==> config.mk <==
export PLATFORM = sky130hd
export DESIGN_NAME = ray_dispatch
export DESIGN_NICKNAME = d
export VERILOG_FILES = /design/src/rtl/ray_dispatch_pkg.sv /design/src/rtl/ray_dispatch_scan.sv /design/src/rtl/ray_dispatch.sv
export SDC_FILE = /design/constraint.sdc
export NUM_CORES = 1
export LEC_CHECK = 0
export BUFFER_PORTS_ARGS = -buffer_cell sky130_fd_sc_hd__clkbuf_2
export CELL_PAD_IN_SITES_DETAIL_PLACEMENT = 1
export CELL_PAD_IN_SITES_GLOBAL_PLACEMENT = 1
export CORE_ASPECT_RATIO = 0.9
export CORE_UTILIZATION = 41
export DETAILED_ROUTE_END_ITERATION = 16
export GPL_TIMING_DRIVEN = 0
export PLACE_DENSITY_LB_ADDON = 0.15
export SLEW_MARGIN = 40
export SYNTH_ARGS = -nofsm -noshare
export SYNTH_HDL_FRONTEND = slang
export SYNTH_SLANG_ARGS = --single-unit
==> constraint.sdc <==
create_clock -name clk -period 4.1 [get_ports clk]
set_clock_uncertainty 0.05 [all_clocks]
set_input_delay 0.205 -clock clk [delete_from_list [all_inputs] [get_ports clk]]
set_output_delay 0.205 -clock clk [all_outputs]
set_load 0.01 [all_outputs]
==> src/rtl/ray_dispatch_pkg.sv <==
// Shared types and render constants for the primary-ray dispatcher.
// Optional 8x8 tile scan order is enabled with RAY_DISPATCH_TILE_EN.
package ray_dispatch_pkg;

  typedef enum logic [2:0] {
    IDLE,
    CLEAR,
    ISSUE,
    DRAIN,
    DONE
  } RayDispatchState;

  localparam int DEFAULT_SCREEN_WIDTH  = 320;
  localparam int DEFAULT_SCREEN_HEIGHT = 240;
  localparam int DEFAULT_X_WIDTH       = 10;
  localparam int DEFAULT_Y_WIDTH       = 9;

  function automatic logic [31:0] frame_total(input int w, input int h);
    return 32'(w * h);
  endfunction

endpackage

==> src/rtl/ray_dispatch_scan.sv <==
// pixel_scan_counter: walks every screen pixel once, raster order by default
// or 8x8 tiles when RAY_DISPATCH_TILE_EN is defined. Holds at the last pixel.
module pixel_scan_counter
  import ray_dispatch_pkg::*;
#(
  parameter int SCREEN_WIDTH  = DEFAULT_SCREEN_WIDTH,
  parameter int SCREEN_HEIGHT = DEFAULT_SCREEN_HEIGHT,
  parameter int X_WIDTH       = DEFAULT_X_WIDTH,
  parameter int Y_WIDTH       = DEFAULT_Y_WIDTH
) (
  input  logic               clk,
  input  logic               resetn,
  input  logic               clear,
  input  logic               step,
  output logic [X_WIDTH-1:0] pixel_x,
  output logic [Y_WIDTH-1:0] pixel_y,
  output logic               last
);

  assign last = (pixel_x == X_WIDTH'(SCREEN_WIDTH - 1)) &&
                (pixel_y == Y_WIDTH'(SCREEN_HEIGHT - 1));

`ifdef RAY_DISPATCH_TILE_EN
  localparam int BX_W    = X_WIDTH - 3;
  localparam int BY_W    = Y_WIDTH - 3;
  localparam int TILES_X = SCREEN_WIDTH / 8;

  if ((SCREEN_WIDTH % 8) != 0 || (SCREEN_HEIGHT % 8) != 0) begin : g_tile_size_check
    $error("pixel_scan_counter: tile scan needs screen dimensions that are multiples of 8");
  end

  logic [2:0]      tx;
  logic [2:0]      ty;
  logic [BX_W-1:0] bx;
  logic [BY_W-1:0] by;

  // Local pixel advances fastest, then row within tile, then tile column, then tile row.
  always_ff @(posedge clk or negedge resetn) begin
    if (!resetn) begin
      tx <= '0;
      ty <= '0;
      bx <= '0;
      by <= '0;
    end else if (clear) begin
      tx <= '0;
      ty <= '0;
      bx <= '0;
      by <= '0;
    end else if (step && !last) begin
      if (tx != 3'd7) begin
        tx <= tx + 3'd1;
      end else begin
        tx <= '0;
        if (ty != 3'd7) begin
          ty <= ty + 3'd1;
        end else begin
          ty <= '0;
          if (bx != BX_W'(TILES_X - 1)) begin
            bx <= bx + 1'b1;
          end else begin
            bx <= '0;
            by <= by + 1'b1;
          end
        end
      end
    end
  end

  assign pixel_x = {bx, tx};
  assign pixel_y = {by, ty};
`else
  always_ff @(posedge clk or negedge resetn) begin
    if (!resetn) begin
      pixel_x <= '0;
      pixel_y <= '0;
    end else if (clear) begin
      pixel_x <= '0;
      pixel_y <= '0;
    end else if (step && !last) begin
      if (pixel_x == X_WIDTH'(SCREEN_WIDTH - 1)) begin
        pixel_x <= '0;
        pixel_y <= pixel_y + 1'b1;
      end else begin
        pixel_x <= pixel_x + 1'b1;
      end
    end
  end
`endif

endmodule

==> src/rtl/ray_dispatch.sv <==
// ray_dispatch: issues one primary-ray request per pixel into the ray core,
// then waits for the core to finish the frame. Tile order: RAY_DISPATCH_TILE_EN.
module ray_dispatch
  import ray_dispatch_pkg::*;
#(
  parameter int SCREEN_WIDTH  = DEFAULT_SCREEN_WIDTH,
  parameter int SCREEN_HEIGHT = DEFAULT_SCREEN_HEIGHT,
  parameter int X_WIDTH       = DEFAULT_X_WIDTH,
  parameter int Y_WIDTH       = DEFAULT_Y_WIDTH
) (
  input  logic               clk,
  input  logic               resetn,
  input  logic               start,
  input  logic               abort,
  input  logic               fifo_full,
  input  logic [31:0]        pixel_counter,
  output logic               add_input,
  output logic [X_WIDTH-1:0] pixel_x,
  output logic [Y_WIDTH-1:0] pixel_y,
  output logic               reset_pixel_counter,
  output logic               busy,
  output logic               frame_done,
  output logic [31:0]        issued_count
);

  localparam logic [31:0] TOTAL = frame_total(SCREEN_WIDTH, SCREEN_HEIGHT);

  RayDispatchState state;
  logic            last;
  logic            scan_clear;

  // Push is combinational so a full FIFO or abort blocks it in the same cycle.
  assign add_input  = (state == ISSUE) && !fifo_full && !abort;
  assign scan_clear = (state == IDLE) && start;

  pixel_scan_counter #(
    .SCREEN_WIDTH (SCREEN_WIDTH),
    .SCREEN_HEIGHT(SCREEN_HEIGHT),
    .X_WIDTH      (X_WIDTH),
    .Y_WIDTH      (Y_WIDTH)
  ) u_scan (
    .clk    (clk),
    .resetn (resetn),
    .clear  (scan_clear),
    .step   (add_input),
    .pixel_x(pixel_x),
    .pixel_y(pixel_y),
    .last   (last)
  );

  always_ff @(posedge clk or negedge resetn) begin
    if (!resetn) begin
      state               <= IDLE;
      issued_count        <= '0;
      reset_pixel_counter <= 1'b0;
      busy                <= 1'b0;
      frame_done          <= 1'b0;
    end else begin
      reset_pixel_counter <= 1'b0;
      frame_done          <= 1'b0;
      case (state)
        IDLE: begin
          if (start) begin
            state               <= CLEAR;
            issued_count        <= '0;
            reset_pixel_counter <= 1'b1;
            busy                <= 1'b1;
          end
        end
        CLEAR: begin
          if (abort) begin
            state <= IDLE;
            busy  <= 1'b0;
          end else begin
            state <= ISSUE;
          end
        end
        ISSUE: begin
          if (abort) begin
            state <= IDLE;
            busy  <= 1'b0;
          end else if (add_input) begin
            issued_count <= issued_count + 32'd1;
            if (last) state <= DRAIN;
          end
        end
        DRAIN: begin
          // >= guards against a core count that overshoots the frame total.
          if (abort) begin
            state <= IDLE;
            busy  <= 1'b0;
          end else if (pixel_counter >= TOTAL) begin
            state      <= DONE;
            busy       <= 1'b0;
            frame_done <= 1'b1;
          end
        end
        DONE: begin
          state <= IDLE;
        end
        default: begin
          state <= IDLE;
          busy  <= 1'b0;
        end
      endcase
    end
  end

endmodule

* Word level (Yosys, flattened, before mapping) *
Index checks and enable logic that the tools add are counted.

storage, ports and cells
  flip-flop bits (word level) = 57

operators by class
  add/subtract/negate cells = 3
  order comparisons = 1
  eq/ne operators = 13
  mux-type cells = 28
  bitwise logic cells = 1
  reductions and logical operators = 17

operators by type and width
  operator                                                              number
  2-to-1 mux 32 bit                                                     3
  one-hot mux 32 bit (2 select lines)                                   1
  adder 32 x 1 -> 32 bit (second input constant)                        1
  greater-or-equal comparator 32 x 17 -> 1 bit (second input constant)  1
  2-to-1 mux 10 bit                                                     3
  2-to-1 mux 9 bit                                                      3
  2-to-1 mux 3 bit                                                      6
  one-hot mux 3 bit (4 select lines)                                    1
  AND reduction 4 bit                                                   3
  adder 10 x 1 -> 10 bit (second input constant)                        1
  equality test 10 x 9 -> 1 bit (second input constant)                 1
  adder 9 x 1 -> 9 bit (second input constant)                          1
  equality test 9 x 8 -> 1 bit (second input constant)                  1
  2-to-1 mux 1 bit                                                      9
  equality test 3 x 2 -> 1 bit (second input constant)                  2
  inequality test 3 x 2 -> 1 bit (second input constant)                2
  nonzero test 2 bit                                                    3
  logical AND 1 bit                                                     5
  inequality test 2 x 1 -> 1 bit (second input constant)                2
  inequality test 2 bit (second input constant)                         2
  one-hot mux 1 bit (4 select lines)                                    1
  equality test 3 x 1 -> 1 bit (second input constant)                  1
  equality test 3 bit (second input constant)                           1
  logical NOT 1 bit                                                     3
  6 further kinds                                                       6

* Longest topological paths before layout *
Gate-level depths: netlist of run 1.

  depth after elaboration = 6
  depth in mapped cells = 7
  gate-level depth less buffers = 6

* Hierarchy *
A second synthesis of run 1 with hierarchy kept.

unflattened totals
  cell total of the unflattened synthesis = 325
  area total of the unflattened synthesis = 3128.0 um^2

modules (own cells, without submodules)
  module              instances  cells each  area an instance (um^2)
  ray_dispatch        1          201         1965.6
  pixel_scan_counter  1          124         1162.4

* Worst setup path after synthesis of run 1 *
Ideal clock, no wire load.

  path type = reg2reg
  start = register state[0]
  end = register u_scan.pixel_y[7]
  setup time = 0.078 ns
  arrival time = 1.981 ns
  data required time = 3.972 ns
  slack = 1.991 ns
  cell stages (with the launch flop) = 6
  path buffers = 0
  period minus slack after synthesis = 2.109 ns
  cells stage by stage = dfrtp_1 > or4_4 > nor4_4 > nand3_2 > or3_1 > a21oi_1

between the ends
  word-level cells in the longest chain between the ends = 6
  elaborated cells on any way between the ends = 10
  those cells by class = eq/ne (1); mux (1); reduce/logical (8)

RTL lines
  item                                  line                     source
  start, declared                       ray_dispatch.sv:28       RayDispatchState state;
  start signal, assigned                ray_dispatch.sv:53       state <= IDLE;
  start signal, assigned                ray_dispatch.sv:64       state <= CLEAR;
  start signal, assigned                ray_dispatch.sv:72       state <= IDLE;
  equality test 3 x 2 -> 1 bit          ray_dispatch.sv:33       assign add_input = (state == ISSUE) && !fifo_full && !abort;
  logical AND 1 bit (2 in a row)        ray_dispatch.sv:33
  logical AND 1 bit                     ray_dispatch_scan.sv:79  end else if (step && !last) begin
  nonzero test 2 bit (no source line)   --
  AND reduction 2 bit (no source line)  --
  end signal, assigned                  ray_dispatch_scan.sv:82  pixel_y <= pixel_y + 1'b1;
  end, declared                         ray_dispatch_scan.sv:16  output logic [Y_WIDTH-1:0] pixel_y,

Several ways; a longest one is shown, not always the timed one.
A chain may end at the register's enable or synchronous reset.

* Final worst setup path of run 1 *
  start = register state[0]
  end = output add_input

between the ends
  word-level cells in the longest chain between the ends = 3

RTL lines
  item                            line                source
  equality test 3 x 2 -> 1 bit    ray_dispatch.sv:33
  logical AND 1 bit (2 in a row)  ray_dispatch.sv:33
  end, declared                   ray_dispatch.sv:17  output logic add_input,

Every way passes these cells.

==> results of run 1 <==
repair_timing:
action / CTS / global route
endpoints found under the hold margin: 23 / 0
hold buffers: 1 / 0
gates resized for setup: 0 / 0
registers in the layout (all words and copies together), names as in the netlist:
name,flops
state,3
issued_count,32
frame_done,1
reset_pixel_counter,1
busy,1
u_scan.pixel_y,9
u_scan.pixel_x,10
worst max-delay path: cells and delay by family, from the launching register on:
family                 cells  cell delay, ns
buffers and inverters      3            0.77
flip-flops                 1            0.46
AND/OR/NAND/NOR            2            0.87
layer usage:
layer	GRT usage, %	part of all wire, %	vias to the layer above
li1	-	-	1341
met1	32.2	50	1415
met2	38.6	46	69
met3	4.67	3.7	9
met4	7.50	1.1	0
met5	0	0	-
stage by stage:
| step | worst slack, ns | hold WS [ns] | instances | cell area [µm²] |
|---|---|---|---|---|
| CTS | 1.43 | 0.0703 | 511 | 3770 |
| global route | 1.21 | 0.0798 | 511 | 3770 |
| global placement | 1.63 | 0.422 | 494 | 3490 |
| floorplan | 1.99 | -0.141 | 320 | 2970 |
| detailed placement | 1.65 | 0.118 | 495 | 3520 |
| finish | 1.41 | 0.0802 | 511 | 3770 |
layout make-up:
type                       count  area share [%]
multi-input combinational    248            39.5
sequential                    57            37.8
timing repair buffer          83            11.6
clock buffer                  10            3.65
tap                           93            3.09
clock inverter                 5            2.75
buffer                        11            1.19
inverter                       4           0.398
worst max-delay path by stage:
stage	start	end	slack, ns
floorplan	state[0]	u_scan.pixel_y[7]	1.99
global placement	issued_count[0]	issued_count[24]	1.63
detailed placement	state[0]	issued_count[3]	1.65
CTS	state[0]	add_input	1.43
global route	state[0]	add_input	1.21
finish	state[0]	add_input	1.41
cells by family after synthesis:
logic type / after synthesis / synth area share [%]
mux: 1 / 0.337
buf+inv: 15 / 2.02
compound gates: 44 / 8.77
flops: 57 / 48.0
fa+ha+maj: 3 / 1.26
simple gates: 167 / 29.8
xor+xnor: 33 / 9.73
power breakdown:
group | switching, mW | total, mW | internal (mW)
Combinational | 0.192 | 0.260 | 0.0678
Clock | 0.239 | 0.656 | 0.417
Sequential | 0.0338 | 0.624 | 0.590
Total | 0.465 | 1.54 | 1.08
cell usage in the layout, fill, tap and decap left out, types with 2 or more instances in the layout:
cell,instances
nand4_1,19
a31oi_1,2
clkbuf_1,8
clkbuf_8,10
nor4_1,13
bufinv_16,3
a211oi_1,3
nor2_1,40
dfrtp_1,57
xnor2_1,15
inv_2,2
nand2_1,31
nand3b_1,3
o21ai_1,8
nor3_1,7
or3_1,9
xor2_1,18
and4_1,2
clkbuf_2,80
o21ai_0,6
or4b_1,2
and3_1,8
buf_2,3
nand3_1,21
ha_1,3
o22ai_1,2
a21oi_1,17
nor4_2,2
==> impl_metrics.py, run 1 <==
metrics = {
    "grt": {
        "grt_max_degree": 35,
        "grt_pass1_vias": 2835,
        "grt_antenna_before_repair": 0,
        "grt_usage_pct": 23.7,
        "gr-total-overflow": 0,
        "grt_pass1_wl_mm": 14.0,
    },
    "power": {
        "power_density_nw_per_um2": 408,
        "power_mw": 1.54,
        "p_leak_nw": 1.74,
        "peakVddDrop_mv": 0.163,
    },
    "hold_path": {
        "whs_path_depth": 2,
        "whs_endpoint": "state[2]",
        "hold_start": "abort",
        "min_path_type": "in -> reg",
    },
    "setup_path": {
        "rr_worst_depth": 7,
        "critPathMaxFanout": 10,
        "r2r_end": "issued_count[3]",
        "path_class": "reg -> out",
        "required_ns": 3.85,
        "reg2reg_slack_ns": 1.63,
        "arrival_ns": 2.43,
        "critPathSlowestCell": "nor4_2",
        "path_cells": "nor4_2 > nand2_1 > inv_2 > clkbuf_1 > clkbuf_2",
        "critPathLaunchType": "flip-flop",
        "crit_path_max_incr_delay_ns": 0.56,
        "end_kind": "primary output",
        "r2r_start": "state[0]",
    },
    "synth": {
        "synth_edf_count": 0,
        "synth-main-ff-cell": "dfrtp_1",
        "synth-seq-cells": 57,
        "syn_avg_cell_area_um2": 9.28,
        "yosysTopAreaCellShare_pct": 48.0,
        "synth_common_cells": "dfrtp_1, nor2_1, nand2_1, nand3_1, nand4_1",
        "yosysTopAreaCell": "dfrtp_1",
        "yosys-top-cells-area": "dfrtp_1, xor2_1, nor2_1",
        "syn_nets": 360,
        "syn-cell-area_um2": 2970,
        "yosys_warnings": 0,
        "syn_inst": 320,
        "yosysSeqAreaShare_pct": 48.0,
        "synth.most_common_cell": "dfrtp_1",
        "ys_types": 44,
        "synthArstFlopShare_pct": 100,
    },
    "cells_and_area": {
        "num_antenna_cells": 0,
        "drive_above_1_share_pct": 26.3,
        "layout.nets": 454,
        "syn2layout_area_growth_pct": 27.0,
        "final_util_pct": 53.6,
        "regArea_um2": 1430,
        "multi_input_area_um2": 1490,
        "fillerInstances": 867,
    },
    "sta": {
        "clock.fmax_mhz": 372,
        "period_needed_ns": 2.69,
        "setup_viol": 0,
        "rsz0062_at_grt": "no",
        "hold_violations": 0,
        "tightest_slew_ns": 0.796,
        "final.setup.tns_ns": 0,
        "drv_slew": 0,
        "slew-limit-headroom_pct": 47.0,
        "period_share_pct": 65.5,
    },
    "routing": {
        "drc": 0,
        "drt_pre_antenna_iters": 6,
        "antenna_left": 0,
        "viasPerCell": 5.55,
        "dr.first_iter.drc_count": 114,
        "vias": 2834,
        "drt_wl_total_mm": 8.32,
        "wire_per_inst_um": 16.3,
    },
    "floorplanning": {
        "initial_utilization_pct": 42.2,
        "fp.dieH_um": 82.7,
        "dieArea_um2": 7590,
        "io_pins": 92,
        "core_area_um2": 7040,
        "chipWidth_um": 91.7,
        "rows": 29,
    },
    "placement": {
        "hpwl_mm": 5.95,
        "numPortBuffers": 81,
        "place_congestion": 0.800,
    },
    "cts": {
        "ctsHtreeMaxLevel": 3,
        "clock-sinks": 57,
        "clkTransAtPathRegs_ns": 0.06,
        "cts_root_buf": "clkbuf_8",
        "cts_buffers": 9,
        "cts_tree": "done",
        "clkLatencyLatePin_ns": 0.34,
        "cts_buffer_depth": 2,
        "cts_setup_buffers": 0,
    },
    "status": {
        "status": "completed",
    },
    "flow_run": {
        "drv_cap": 0,
    },
}
(Power assumes the default switching activity.)
==> run 2, diff against run 1 <==
--- a/config.mk
+++ b/config.mk
@@ -9,7 +9,7 @@
 export CELL_PAD_IN_SITES_DETAIL_PLACEMENT = 1
 export CELL_PAD_IN_SITES_GLOBAL_PLACEMENT = 1
 export CORE_ASPECT_RATIO = 0.9
-export CORE_UTILIZATION = 41
+export CORE_UTILIZATION = 38
 export DETAILED_ROUTE_END_ITERATION = 16
 export GPL_TIMING_DRIVEN = 0
 export PLACE_DENSITY_LB_ADDON = 0.15
==> constraint.sdc (replaced) <==
create_clock -name clk -period 2.6 [get_ports clk]
set_clock_uncertainty 0.05 [all_clocks]
set_input_delay 0.13 -clock clk [delete_from_list [all_inputs] [get_ports clk]]
set_output_delay 0.13 -clock clk [all_outputs]
set_load 0.01 [all_outputs]
==> run 2 against run 1 <==
Against the previous run:
- non-clock buffer count is 1 higher
- sequential power rose by 57%
- worst setup slack lost 1.2 ns
- global-route usage fell by 2.0 points
- first-iteration DRC count fell by 32%
- die area is 7.7% higher
- core utilization decreased by 3.6 points
- highest routed layer unchanged
==> impl_metrics.py, run 2 (synthesized netlist as in run 1, its figures left out) <==
metrics = {
    "status": {
        "status": "completed",
    },
    "sta": {
        "hold_violations": 0,
        "period_needed_ns": 2.38,
        "clock.fmax_mhz": 420,
        "tightest_slew_ns": 0.543,
        "slew-limit-headroom_pct": 63.5,
        "rsz0062_at_grt": "no",
        "final.setup.tns_ns": 0,
        "setup_viol": 0,
        "period_share_pct": 91.5,
        "drv_slew": 0,
    },
    "cells_and_area": {
        "fillerInstances": 885,
        "multi_input_area_um2": 1510,
        "drive_above_1_share_pct": 26.4,
        "syn2layout_area_growth_pct": 27.1,
        "regMostFlops": "issued_count",
        "layout.nets": 455,
        "final_common_cell": "clkbuf_2",
        "regArea_um2": 1430,
        "reg.largest.list": "issued_count: 32 flops, u_scan.pixel_x: 10 flops, u_scan.pixel_y: 9 flops",
        "num_antenna_cells": 0,
        "largest_reg_flops": 32,
        "layout_common_cells": "clkbuf_2, dfrtp_1, nor2_1",
    },
    "floorplanning": {
        "dieArea_um2": 8170,
        "io_pins": 92,
        "core_area_um2": 7540,
        "initial_utilization_pct": 39.4,
        "rows": 30,
        "chipWidth_um": 95.2,
        "fp.dieH_um": 85.9,
    },
    "grt": {
        "top_usage_layer": "met2",
        "grt_max_degree": 33,
        "grt_use_met2_pct": 34.2,
        "gr-total-overflow": 0,
        "grtUsageMet3_pct": 5.23,
        "grt_util_met1_pct": 30.1,
        "grt_antenna_before_repair": 0,
        "grt_usage_pct": 21.7,
        "grt_pass1_vias": 2743,
        "grt_pass1_wl_mm": 13.6,
    },
    "power": {
        "p_int_mw": 1.56,
        "p_sw_share_pct": 31.0,
        "seqPwrFrac_pct": 43.3,
        "p_leak_nw": 1.75,
        "power_frac_clock_pct": 38.5,
        "p_comb_share_pct": 18.2,
        "switchingPower_uw": 702,
        "peakVddDrop_mv": 0.299,
        "power_density_nw_per_um2": 601,
        "power_mw": 2.27,
    },
    "cts": {
        "clock-sinks": 57,
        "cts_root_buf": "clkbuf_8",
        "ctsHtreeMaxLevel": 3,
        "clkTransAtPathRegs_ns": 0.06,
        "cts_buffer_depth": 2,
        "cts_buffers": 9,
        "cts_tree": "done",
        "clkLatencyLatePin_ns": 0.33,
    },
    "placement": {
        "place_congestion": 0.757,
        "hpwl_mm": 5.99,
        "numPortBuffers": 81,
    },
    "routing": {
        "antenna_left": 0,
        "dr.first_iter.drc_count": 78,
        "drt_wl_total_mm": 8.14,
        "vias": 2815,
        "viasPerCell": 5.46,
        "drc": 0,
        "wire_per_inst_um": 15.8,
        "drt_pre_antenna_iters": 4,
    },
    "setup_path": {
        "end_kind": "flip-flop",
        "arrival_ns": 2.58,
        "r2r_start": "state[0]",
        "reg2reg_slack_ns": 0.22,
        "critPathMaxFanout": 10,
        "critPathLaunchType": "flip-flop",
        "r2r_end": "issued_count[27]",
        "rr_worst_depth": 6,
        "required_ns": 2.80,
        "path_class": "reg -> reg",
    },
    "flow_run": {
        "drv_cap": 0,
    },
    "hold_path": {
        "min_path_type": "in -> reg",
        "whs_path_depth": 4,
        "hold_start": "pixel_counter[16]",
        "whs_endpoint": "state[0]",
    },
}
## run 2: cell types whose count changed in the layout (fill, tap and decap cells not counted), sizes merged
cell         change
clkbuf           +4
bufinv           -2
clkinv           -1
dlygate4sd3      +1
## run 2: per-layer routing
| metal | up-vias | share of wire, % |
|---|---|---|
| li1 | 1348 | - |
| met1 | 1388 | 47 |
| met2 | 72 | 48 |
| met3 | 7 | 4.3 |
| met4 | 0 | 0.74 |
| met5 | - | 0 |
## run 2: critical path, cell delays in order, from the launching register on
cell     delay (ns)
dfrtp_1        0.46
or4_4          0.61
o21ai_4        0.30
nand4_1        0.16
buf_2          0.22
or3_1          0.35
a21oi_1        0.15
## run 2: final cells by class
class | count | area share (%)
Inverter | 4 | 0.398
Clock buffer | 14 | 4.58
Sequential cell | 57 | 37.8
Buffer | 11 | 1.23
Clock inverter | 2 | 0.928
Timing Repair Buffer | 84 | 11.9
Tap cell | 96 | 3.18
Multi-Input combinational cell | 248 | 40.0
## run 2: per-stage QoR
step                      util (%)  hold slack [ns]  setup slack, ns  area [µm²]  std cells
after floorplan                  -           -0.216            0.491        2970        320
after global placement        46.3            0.347           0.0497        3490        497
after detailed placement      46.7           0.0678            0.170        3520        498
after CTS                     49.7            0.120           0.0106        3750        516
after global routing          50.0            0.142           0.0301        3770        516
final                         50.0            0.125            0.220        3770        516
## run 2: worst max path at each step
| stage | startpoint | to | slack (ns) | cells past startpoint |
|---|---|---|---|---|
| final | state[0] | issued_count[27] | 0.22 | 6 |
| after global routing | state[1] | u_scan.pixel_y[7] | 0.03 | 6 |
| after CTS | state[0] | add_input | 0.01 | 5 |
| after detailed placement | state[0] | issued_count[18] | 0.17 | 7 |
| after global placement | issued_count[0] | issued_count[24] | 0.05 | 6 |
| after floorplan | state[0] | u_scan.pixel_y[7] | 0.49 | 5 |
## run 2: power by group through the flow
stage | clock network [mW] | registers [mW] | logic, mW
final | 0.872 | 0.982 | 0.412
after floorplan | 0 | 1.00 | 0.220
after CTS | 0.905 | 0.981 | 0.413
after global routing | 0.936 | 0.989 | 0.463
after detailed placement | 0 | 0.997 | 0.408
after global placement | 0 | 0.995 | 0.398
## run 2: timing repair
| item | 4_1_cts | 5_1_grt |
|---|---|---|
| setup endpoints to repair | 0 | 9 |
| gates resized for setup | 0 | 4 |
| hold buffers | 2 | 0 |
| buffers inserted | 0 | 0 |
| hold endpoints to repair | 27 | 0 |
==> run 3, diff against run 2 <==
--- a/config.mk
+++ b/config.mk
@@ -5,6 +5,7 @@
 export SDC_FILE = /design/constraint.sdc
 export NUM_CORES = 1
 export LEC_CHECK = 0
+export ABC_AREA = 1
 export BUFFER_PORTS_ARGS = -buffer_cell sky130_fd_sc_hd__clkbuf_2
 export CELL_PAD_IN_SITES_DETAIL_PLACEMENT = 1
 export CELL_PAD_IN_SITES_GLOBAL_PLACEMENT = 1
==> run 3 against run 2 <==
Against the previous run:
- core utilization down 2.5 points
- clock power down 4.2%
- die area up 29%
- synthesized cell count up 77%
==> impl_metrics.py, run 3 <==
metrics = {
    "status": {
        "status": "completed",
    },
    "flow_run": {
        "drv_cap": 0,
    },
    "setup_path": {
        "cp_num_cells": 8,
        "worst-path-buf-inv": 1,
        "critPathLaunchType": "flip-flop",
        "critPathMaxFanout": 10,
        "end_kind": "flip-flop",
        "required_ns": 2.79,
        "crit_top_cell": "nand2_1",
        "critPathLaunch": "u_scan.pixel_x[0]",
        "r2r_end": "u_scan.pixel_y[6]",
        "r2r_start": "u_scan.pixel_x[0]",
        "crit_family": "simple AND/OR/NAND/NOR gates",
        "crit_path_end": "u_scan.pixel_y[6]",
        "reg2reg_slack_ns": 0.61,
        "rr_worst_depth": 8,
        "path_class": "reg -> reg",
        "path_cells": "ha_1 > nand2_1 > inv_2 > nand3_4 > o21ai_2 > nand2_2 > nand2_1 > nand2_1",
        "crit_path_max_incr_delay_ns": 0.46,
        "critPathSlowestCell": "o21ai_2",
        "arrival_ns": 2.18,
    },
    "synth": {
        "yosysTopAreaCell": "dfrtp_1",
        "synthXorXnorAreaFrac_pct": 2.27,
        "synth_top_family_by_area": "simple AND/OR/NAND/NOR gates",
        "muxShareOfSynthArea_pct": 0,
        "synth_edf_count": 0,
        "syn_avg_cell_area_um2": 6.81,
        "synth-seq-cells": 57,
        "synthArstFlopShare_pct": 100,
        "synth_common_cells": "nand2_1, nor2_1, inv_1, nand3_1, dfrtp_1",
        "ys_types": 40,
        "synth-compound-area-share_pct": 6.91,
        "yosys.area_share.simple_pct": 44.1,
        "yosysSeqAreaShare_pct": 37.0,
        "syn_inst": 566,
        "syn_nets": 606,
        "syn-cell-area_um2": 3850,
        "yosysTopAreaCellShare_pct": 37.0,
        "yosys-top-cells-area": "dfrtp_1, nand2_1, nor2_1",
        "synth.most_common_cell": "nand2_1",
        "synthAdderAreaFrac_pct": 0.974,
        "synth-main-ff-cell": "dfrtp_1",
        "yosys_warnings": 0,
    },
    "cts": {
        "cts_tree": "done",
        "cts_resized": 0,
        "cts_buffer_depth": 2,
        "clkLatencyLatePin_ns": 0.35,
        "clock-sinks": 57,
        "cts_setup_buffers": 0,
        "cts_buffers": 9,
        "ctsHtreeMaxLevel": 3,
        "postCtsHoldBufs": 1,
        "clkTransAtPathRegs_ns": 0.06,
        "cts_root_buf": "clkbuf_8",
    },
    "sta": {
        "period_share_pct": 76.7,
        "rsz0062_at_grt": "no",
        "clock.fmax_mhz": 501,
        "hold_violations": 0,
        "drv_slew": 0,
        "slew-limit-headroom_pct": 64.3,
        "setup_viol": 0,
        "tightest_slew_ns": 0.535,
        "final.setup.tns_ns": 0,
        "hold_slack_ns": 0.0490,
        "final.setup.worst_slack_ns": 0.605,
        "period_needed_ns": 1.99,
    },
    "cells_and_area": {
        "reg.largest.list": "issued_count: 32 flops, u_scan.pixel_x: 10 flops, u_scan.pixel_y: 9 flops",
        "largest_reg_flops": 32,
        "design_area_um2": 4630,
        "drive_above_1_share_pct": 23.3,
        "layout.cells.non_filler": 790,
        "regMostFlops": "issued_count",
        "num_antenna_cells": 0,
        "syn2layout_area_growth_pct": 20.1,
        "layout.nets": 699,
        "layout_common_cells": "nand2_1, nor2_1, clkbuf_2",
        "final_common_cell": "nand2_1",
    },
    "floorplanning": {
        "core_area_um2": 9740,
        "dieArea_um2": 10600,
        "initial_utilization_pct": 39.6,
        "chipWidth_um": 108,
        "rows": 34,
        "io_pins": 92,
        "fp.dieH_um": 97.6,
    },
    "power": {
        "p_comb_share_pct": 36.8,
        "p_leak_nw": 2.30,
        "p_int_mw": 1.73,
        "p_sw_share_pct": 40.9,
        "power_frac_clock_pct": 28.5,
        "peakVddDrop_mv": 0.359,
        "switchingPower_mw": 1.20,
        "seqPwrFrac_pct": 34.6,
        "power_density_nw_per_um2": 632,
    },
    "grt": {
        "grt_pass1_vias": 4088,
        "gr-total-overflow": 0,
        "grt_usage_pct": 24.5,
        "grt_max_degree": 58,
        "grt_pass1_wl_mm": 19.9,
        "grt_antenna_before_repair": 0,
    },
    "routing": {
        "dr.first_iter.drc_count": 168,
        "drt_pre_antenna_iters": 4,
        "viasPerCell": 5.12,
        "wire_per_inst_um": 15.1,
        "vias": 4048,
        "drt_wl_total_mm": 11.9,
        "drc": 0,
        "antenna_left": 0,
    },
    "placement": {
        "numPortBuffers": 81,
        "place_area_um2": 4430,
        "placedCellCount": 773,
        "place_congestion": 0.832,
        "hpwl_mm": 9.08,
        "place_ws_ns": 0.602,
    },
    "hold_path": {
        "min_path_type": "in -> reg",
    },
}
run 3: cell count changes after synthesis, moves of 8 or more:
cell     delta
or3_1       -9
nor4_1     -14
nor2_1     +49
inv_1      +59
nand2_2    +14
nand2_1   +148
xnor2_1    -13
nor2_2      +8
nand3_1    +37
xor2_1     -10
o21ai_2    +10
a21oi_1    -12
run 3: power by group through the flow:
| stage | Combinational, mW | Sequential, mW | Clock, mW |
|---|---|---|---|
| 5_1_grt | 1.18 | 1.02 | 0.890 |
| 2_1_floorplan | 0.730 | 1.04 | 0 |
| 6_report | 1.08 | 1.01 | 0.835 |
| 3_3_place_gp | 1.06 | 1.03 | 0 |
| 4_1_cts | 1.09 | 1.01 | 0.857 |
| 3_5_place_dp | 1.08 | 1.03 | 0 |
run 3: tightest hold or removal path, stage by stage:
cell and delay, ns:
clkbuf_2 0.11, nor3_1 0.06, inv_1 0.06, nor2_1 0.04
run 3: worst min path at each step:
stage / start / endpoint / cells after the start
after detailed placement: resetn / issued_count[30] / 1
after global placement: abort / state[2] / 4
after CTS: abort / frame_done / 4
after global routing: abort / frame_done / 4
after floorplan: resetn / busy / 0
final: abort / frame_done / 4
run 3: cell type report:
| cell class | count | area [µm²] |
|---|---|---|
| buffer | 10 | 90.1 |
| sequential | 57 | 1430 |
| multi-input combinational | 433 | 2090 |
| clock inverter | 2 | 10.0 |
| tap | 126 | 158 |
| fill | 1312 | 5110 |
| clock buffer | 14 | 183 |
| inverter | 66 | 248 |
| timing repair buffer | 82 | 424 |
run 3: cell families (layout without fill, tap and decap cells):
| logic type | after synthesis | in the layout |
|---|---|---|
| AO/OA/AOI/OAI | 40 | 40 |
| XOR/XNOR | 10 | 10 |
| adder cells (fa/ha/maj) | 3 | 3 |
| buffers and inverters | 76 | 174 |
| flip-flops | 57 | 57 |
| AND/OR/NAND/NOR | 380 | 380 |
run 3: per-stage QoR:
stage	power (mW)	utilization (%)
floorplan	1.77	-
global placement	2.09	45.4
detailed placement	2.11	45.4
CTS	2.96	47.5
global route	3.09	47.5
finish	2.93	47.5
run 3: layer usage:
metal	wire length, µm	global-route usage (%)	vias to the layer above
met1	5640	32.1	1984
met2	5640	39.5	82
met4	155	7.80	0
li1	-	-	1969
met3	466	5.50	13
met5	0	0	-
